File: config.mk
export PLATFORM = sky130hd
export DESIGN_NAME = regfile_write_arbiter
export DESIGN_NICKNAME = d
export VERILOG_FILES = /design/src/rtl/regfile_write_arbiter.sv
export SDC_FILE = /design/constraint.sdc
export NUM_CORES = 1
export LEC_CHECK = 0
export ABC_AREA = 0
export BUFFER_PORTS_ARGS = -buffer_cell sky130_fd_sc_hd__buf_2
export CAP_MARGIN = 5
export CORE_ASPECT_RATIO = 0.9
export CORE_MARGIN = 2
export CORE_UTILIZATION = 39
export CTS_CLUSTER_DIAMETER = 30
export DETAILED_ROUTE_END_ITERATION = 10
export GPL_ROUTABILITY_DRIVEN = 0
export GPL_TIMING_DRIVEN = 0
export PLACE_DENSITY = 0.73
export SLEW_MARGIN = 25
export SYNTH_ARGS = -nofsm -noshare
export SYNTH_HDL_FRONTEND = slang
export SYNTH_SLANG_ARGS = --single-unit
export TNS_END_PERCENT = 5
File: constraint.sdc
create_clock -name Clk -period 1.3 [get_ports Clk]
set_clock_uncertainty 0.2 [all_clocks]
set_input_delay 0.13 -clock Clk [delete_from_list [all_inputs] [get_ports Clk]]
set_output_delay 0.13 -clock Clk [all_outputs]
set_load 0.02 [all_outputs]
File: src/rtl/regfile_write_arbiter.sv
// Round-robin arbiter driving the register file's single write port from two requesters.
// Define REGFILE_CLEAR_SEQ_EN to zero every register after reset before accepting traffic.
module regfile_write_arbiter #(
    parameter int unsigned DATA_W = 16,
    parameter int unsigned ADDR_W = 3
) (
    input  logic              Clk,
    input  logic              Reset,
    input  logic              Hold,
    input  logic              Req0_Valid,
    input  logic [ADDR_W-1:0] Req0_DR,
    input  logic [DATA_W-1:0] Req0_Data,
    output logic              Req0_Ready,
    input  logic              Req1_Valid,
    input  logic [ADDR_W-1:0] Req1_DR,
    input  logic [DATA_W-1:0] Req1_Data,
    output logic              Req1_Ready,
    output logic              LD_REG,
    output logic [ADDR_W-1:0] DR_Out,
    output logic [DATA_W-1:0] BUS_Out,
    output logic              Busy,
    output logic              Grant_Id
);

    logic in_run;
    logic accept_en;
    logic ptr_q;

`ifdef REGFILE_CLEAR_SEQ_EN
    typedef enum logic {StClear, StRun} state_e;
    state_e            state_q;
    logic [ADDR_W-1:0] clr_cnt_q;

    assign in_run = (state_q == StRun);
    assign Busy   = (state_q == StClear);
`else
    assign in_run = 1'b1;
    assign Busy   = 1'b0;
`endif

    // Reset gates Ready directly so requesters never see an accept while reset is held.
    assign accept_en  = in_run && !Hold && !Reset;
    assign Req0_Ready = accept_en && Req0_Valid && (!Req1_Valid || !ptr_q);
    assign Req1_Ready = accept_en && Req1_Valid && (!Req0_Valid || ptr_q);

    always_ff @(posedge Clk or posedge Reset) begin
        if (Reset) begin
`ifdef REGFILE_CLEAR_SEQ_EN
            state_q   <= StClear;
            clr_cnt_q <= '0;
`endif
            ptr_q    <= 1'b0;
            LD_REG   <= 1'b0;
            DR_Out   <= '0;
            BUS_Out  <= '0;
            Grant_Id <= 1'b0;
        end else begin
`ifdef REGFILE_CLEAR_SEQ_EN
            if (state_q == StClear) begin
                LD_REG    <= 1'b1;
                DR_Out    <= clr_cnt_q;
                BUS_Out   <= '0;
                Grant_Id  <= 1'b0;
                clr_cnt_q <= clr_cnt_q + 1'b1;
                if (clr_cnt_q == '1) begin
                    state_q <= StRun;
                end
            end else
`endif
            if (Req0_Ready || Req1_Ready) begin
                LD_REG   <= 1'b1;
                DR_Out   <= Req1_Ready ? Req1_DR : Req0_DR;
                BUS_Out  <= Req1_Ready ? Req1_Data : Req0_Data;
                Grant_Id <= Req1_Ready;
                ptr_q    <= !Req1_Ready;
            end else begin
                LD_REG <= 1'b0;
            end
        end
    end

endmodule

**Word-level counts from Yosys, hierarchy flattened**

Index checks and enable logic that the tools add are counted.

- Register bits after elaboration: 22
- Logic and storage cells: 22
- Input bits: 43

- Reduce and logical (&&, ||, !) cells: 14
- Multiplexer cells: 3

Operators by type and width:

| kind | number |
|---|---|
| two-way mux 16 bit | 1 |
| logical NOT 1 bit | 6 |
| logical AND 1 bit | 5 |
| logical OR 1 bit | 3 |
| two-way mux 3 bit | 1 |
| two-way mux 1 bit | 1 |

**Logic depth before layout (Yosys ltp)**

- Word-level depth: 6
- Mapped depth: 5

**Least setup slack after synthesis**

No wires, ideal clock.

- Path type: flip-flop to flip-flop
- From: register ptr_q
- To: register BUS_Out[10]
- Stages on the path, launching flop included: 6
- Data arrival time: 1.031 ns
- Slack: -0.066 ns
- Path buffers: 2
- Required time: 0.965 ns
- Cells stage by stage: dfrtp_1 nand2b_2 buf_4 buf_2 nand4_1 o311ai_1

- Longest elaborated chain between the ends: 4
- Elaborated cells between the ends (all ways): 7
- Classes of those cells: mux (1); reduce/logical (6)

Ends and longest elaborated chain:

| what | RTL line | RTL |
|---|---|---|
| from (decl) | 27 | `logic ptr_q;` |
| from (signal assigned) | 75 | `ptr_q <= !Req1_Ready;` |
| logical NOT 1 bit | 43 | `assign Req0_Ready = accept_en && Req0_Valid && (!Req1_Valid \|\| !ptr_q);` |
| logical OR 1 bit | 43 |  |
| logical AND 1 bit | 43 |  |
| logical OR 1 bit | 70 | `if (Req0_Ready \|\| Req1_Ready) begin` |
| to (signal assigned) | 73 | `BUS_Out <= Req1_Ready ? Req1_Data : Req0_Data;` |
| to (decl) | 20 | `output logic [DATA_W-1:0] BUS_Out,` |

Parallel ways exist; a longest one is shown, timed or not.
A chain may end at the register's enable or synchronous reset.

**Worst setup path in the final report**

- From: register ptr_q
- To: output port Req1_Ready

- Longest elaborated chain between the ends: 2

Ends and longest elaborated chain:

| what | RTL line | RTL |
|---|---|---|
| logical OR 1 bit | 44 | `assign Req1_Ready = accept_en && Req1_Valid && (!Req0_Valid \|\| ptr_q);` |
| logical AND 1 bit | 44 |  |
| to (decl) | 17 | `output logic Req1_Ready,` |

No other way between the ends.

==> impl_metrics.py <==
metrics = {
    "die": {
        "core.rowCount": 18,
        "start_util": 0.421,
        "fp.dieW_um": 62.1,
        "core_area_um2": 2820,
        "io_pins": 67,
        "dieArea_um2": 3500,
        "die_y_um": 56.3,
    },
    "synth": {
        "yosysTopAreaCell": "dfrtp_1",
        "synthCells": 127,
        "synthDistinctLibCells": 20,
        "yosys_warnings": 0,
        "synth_nets": 170,
        "ys_ff_latch": 22,
        "syn_area_um2": 1190,
        "synth_seq_area_share": 0.464,
        "syn_avg_cell_area_um2": 9.34,
        "netlist.area_leader.share": 0.464,
        "synth_area_leaders": "dfrtp_1 (46%), o311ai_1 (14%), nand4_1 (10%), inv_1 (7.0%), o21ai_1 (4.6%)",
    },
    "clocking": {
        "clock-sinks": 22,
        "clkLatencyLatePin_ns": 0.32,
        "cts_tree": "done",
        "cts_root_buf": "clkbuf_4",
        "numCtsBuffers": 3,
        "max-clock-path-buffers": 2,
        "path_clk_slew_ns": 0.12,
        "h-tree-depth": 1,
    },
    "run_status": {
        "violations": "negative setup slack",
        "status": "finished, violations left",
    },
    "critical_path": {
        "critPathRequiredTime_ns": 0.97,
        "r2r_cells": 6,
        "r2r_slack_ns": -0.25,
        "worstSetupEndpointType": "primary output",
        "worstReg2RegEnd": "BUS_Out[3]",
        "crit_arrival_ns": 1.28,
        "reg2reg_from": "ptr_q",
        "cp_max_fo": 2,
        "path_class": "flip-flop to primary output",
        "cp-start-kind": "flip-flop",
    },
    "sta": {
        "fmax_ghz": 0.621,
        "fin_crit_sh": 1.24,
        "hold_viol": 0,
        "worst_pin_slew_ns": 0.538,
        "fin_setup_tns_ns": -4.61,
        "finalWorstSetupSlack_ns": -0.309,
        "finalSetupViolCount": 22,
        "period_minus_slack_ns": 1.61,
        "maxSlewViolCount": 0,
        "grt_setup_unrepaired": "true",
        "slew_headroom": 0.641,
    },
    "final_layout": {
        "final_core_util": 0.812,
        "fin_nets": 286,
        "final_cell_count_no_fill": 283,
        "syn2layout_area_growth_pct": 92.7,
        "fillers": 161,
        "layout-drive-gt1-share": 0.467,
    },
    "placed_design": {
        "place_hpwl_um": 2490,
        "place_ws_ns": -0.127,
        "post-place-cells": 232,
        "port_buffers": 65,
    },
    "routing": {
        "via_per_inst": 5.56,
        "drt_iter0_markers": 134,
        "finalWirelength_um": 5120,
        "wl_per_cell_um": 18.1,
        "postRouteAntennaNets": 0,
        "dr.pass1.iters": 4,
        "drc": 0,
        "num_vias": 1574,
    },
    "power_and_ir_drop": {
        "peakVddDrop_v": 0.00109,
        "power.total_mw": 2.41,
        "leakage_nw": 1.08,
        "powerDensity_nw_per_um2": 1060,
    },
    "hold_path": {
        "holdPathStages": 5,
        "hp-class": "input port to flip-flop",
        "hp-start": "Req1_Valid",
        "hold_end": "Grant_Id",
    },
    "global_route": {
        "grt_pass1_wl_um": 7580,
        "grt_start_max_net_pins": 23,
        "grt-ovfl-total": 0,
        "grt_pass1_vias": 1587,
        "track_usage": 0.275,
        "grt_antenna_before_repair": 1,
    },
    "run": {
        "timing.max_cap.violations": 0,
    },
}
[layout by cell type, fill, tap and decap left out, drive strengths merged]
cell / synthesis / final
buf: 13 / 85
dlygate4sd3: 0 / 39
dfrtp: 22 / 22
inv: 23 / 22
o21ai: 21 / 21
nand4: 19 / 19
o311ai: 19 / 19
clkbuf: 1 / 4
nor2: 2 / 2
diode: 0 / 1
nand2b: 1 / 1
nand3: 1 / 1
or2: 1 / 1
nand2: 1 / 1
and3: 1 / 1
clkinvlp: 0 / 1
a21o: 1 / 1
conb: 1 / 1
bufinv: 0 / 1
[registers in the layout, summed over array words and instances, names as in the netlist]
register  count
LD_REG        1
Grant_Id      1
ptr_q         1
BUS_Out      16
DR_Out        3
[worst max path at each step]
stage	from	endpoint	slack (ns)	cells after the start
floorplan	ptr_q	BUS_Out[10]	0.01	5
finish	ptr_q	Req1_Ready	-0.31	5
global placement	Req0_Valid	BUS_Out[9]	-0.09	5
detailed placement	Req0_Valid	BUS_Out[14]	-0.13	5
CTS	ptr_q	Req1_Ready	-0.26	5
global route	ptr_q	Req1_Ready	-0.36	5
[synth_stat cells]
cell and n:
o21ai_1 11, dfrtp_1 22, buf_2 7, nand3_2 1, buf_6 3, inv_2 1, nor2_4 1, nand2b_2 1
conb_1 1, o311ai_1 19, nand2_1 1, buf_4 3, and3_1 1, nand4_1 19, or2_1 1, nor2_2 1
clkbuf_1 1, inv_1 22, a21o_1 1, o21ai_0 10
[where the power goes]
part / switching (mW) / internal [mW] / leakage (nW)
Clock: 0.227 / 0.312 / 0.0279
Combinational: 0.533 / 0.451 / 0.791
Sequential: 0.0779 / 0.814 / 0.265
[through the flow]
step	hold WS, ns	area (µm²)
2_1_floorplan	-0.0808	1200
3_3_place_gp	0.147	1570
3_5_place_dp	0.150	1570
4_1_cts	0.0718	2150
5_1_grt	0.121	2290
6_report	0.136	2290
[kinds of logic after synthesis]
logic type             Yosys count  synth area share
flip-flops                      22             0.464
AO/OA/AOI/OAI                   41             0.235
buffers and inverters           37             0.153
AND/OR/NAND/NOR                 26             0.145
other                            1           0.00316
[cell type report]
| type | instances | area [µm²] | area share |
|---|---|---|---|
| buffer | 14 | 121 | 0.0531 |
| timing repair buffer | 111 | 781 | 0.342 |
| sequential | 22 | 551 | 0.241 |
| tap | 40 | 50.0 | 0.0219 |
| clock inverter | 1 | 30.0 | 0.0131 |
| antenna | 1 | 2.50 | 0.00109 |
| inverter | 23 | 92.6 | 0.0405 |
| clock buffer | 3 | 22.5 | 0.00985 |
| multi-input combinational | 68 | 636 | 0.278 |
[per-layer routing]
layer,global-route usage,share of wire,up-vias,wire (µm)
met1,0.327,0.37,775,1910
met5,0,0,-,0
li1,-,-,696,-
met3,0.0501,0.057,17,291
met4,0.105,0.036,0,182
met2,0.495,0.53,86,2740
[repair_timing]
action                                  4_1_cts  5_1_grt
endpoints found under the hold margin        41        0
endpoints found under the setup margin       21       44
setup buffers                                 5        2
resized for setup                            17       18
hold buffers                                 39        0
gates cloned                                  0        0
pin swaps                                     0        6
[critical path: stages (launching register included)]
cell      delay [ns]
dfrtp_1         0.42
nand2b_4        0.17
nand3_4         0.10
inv_4           0.04
buf_6           0.11
buf_6           0.12
(Power assumes the default switching activity.)
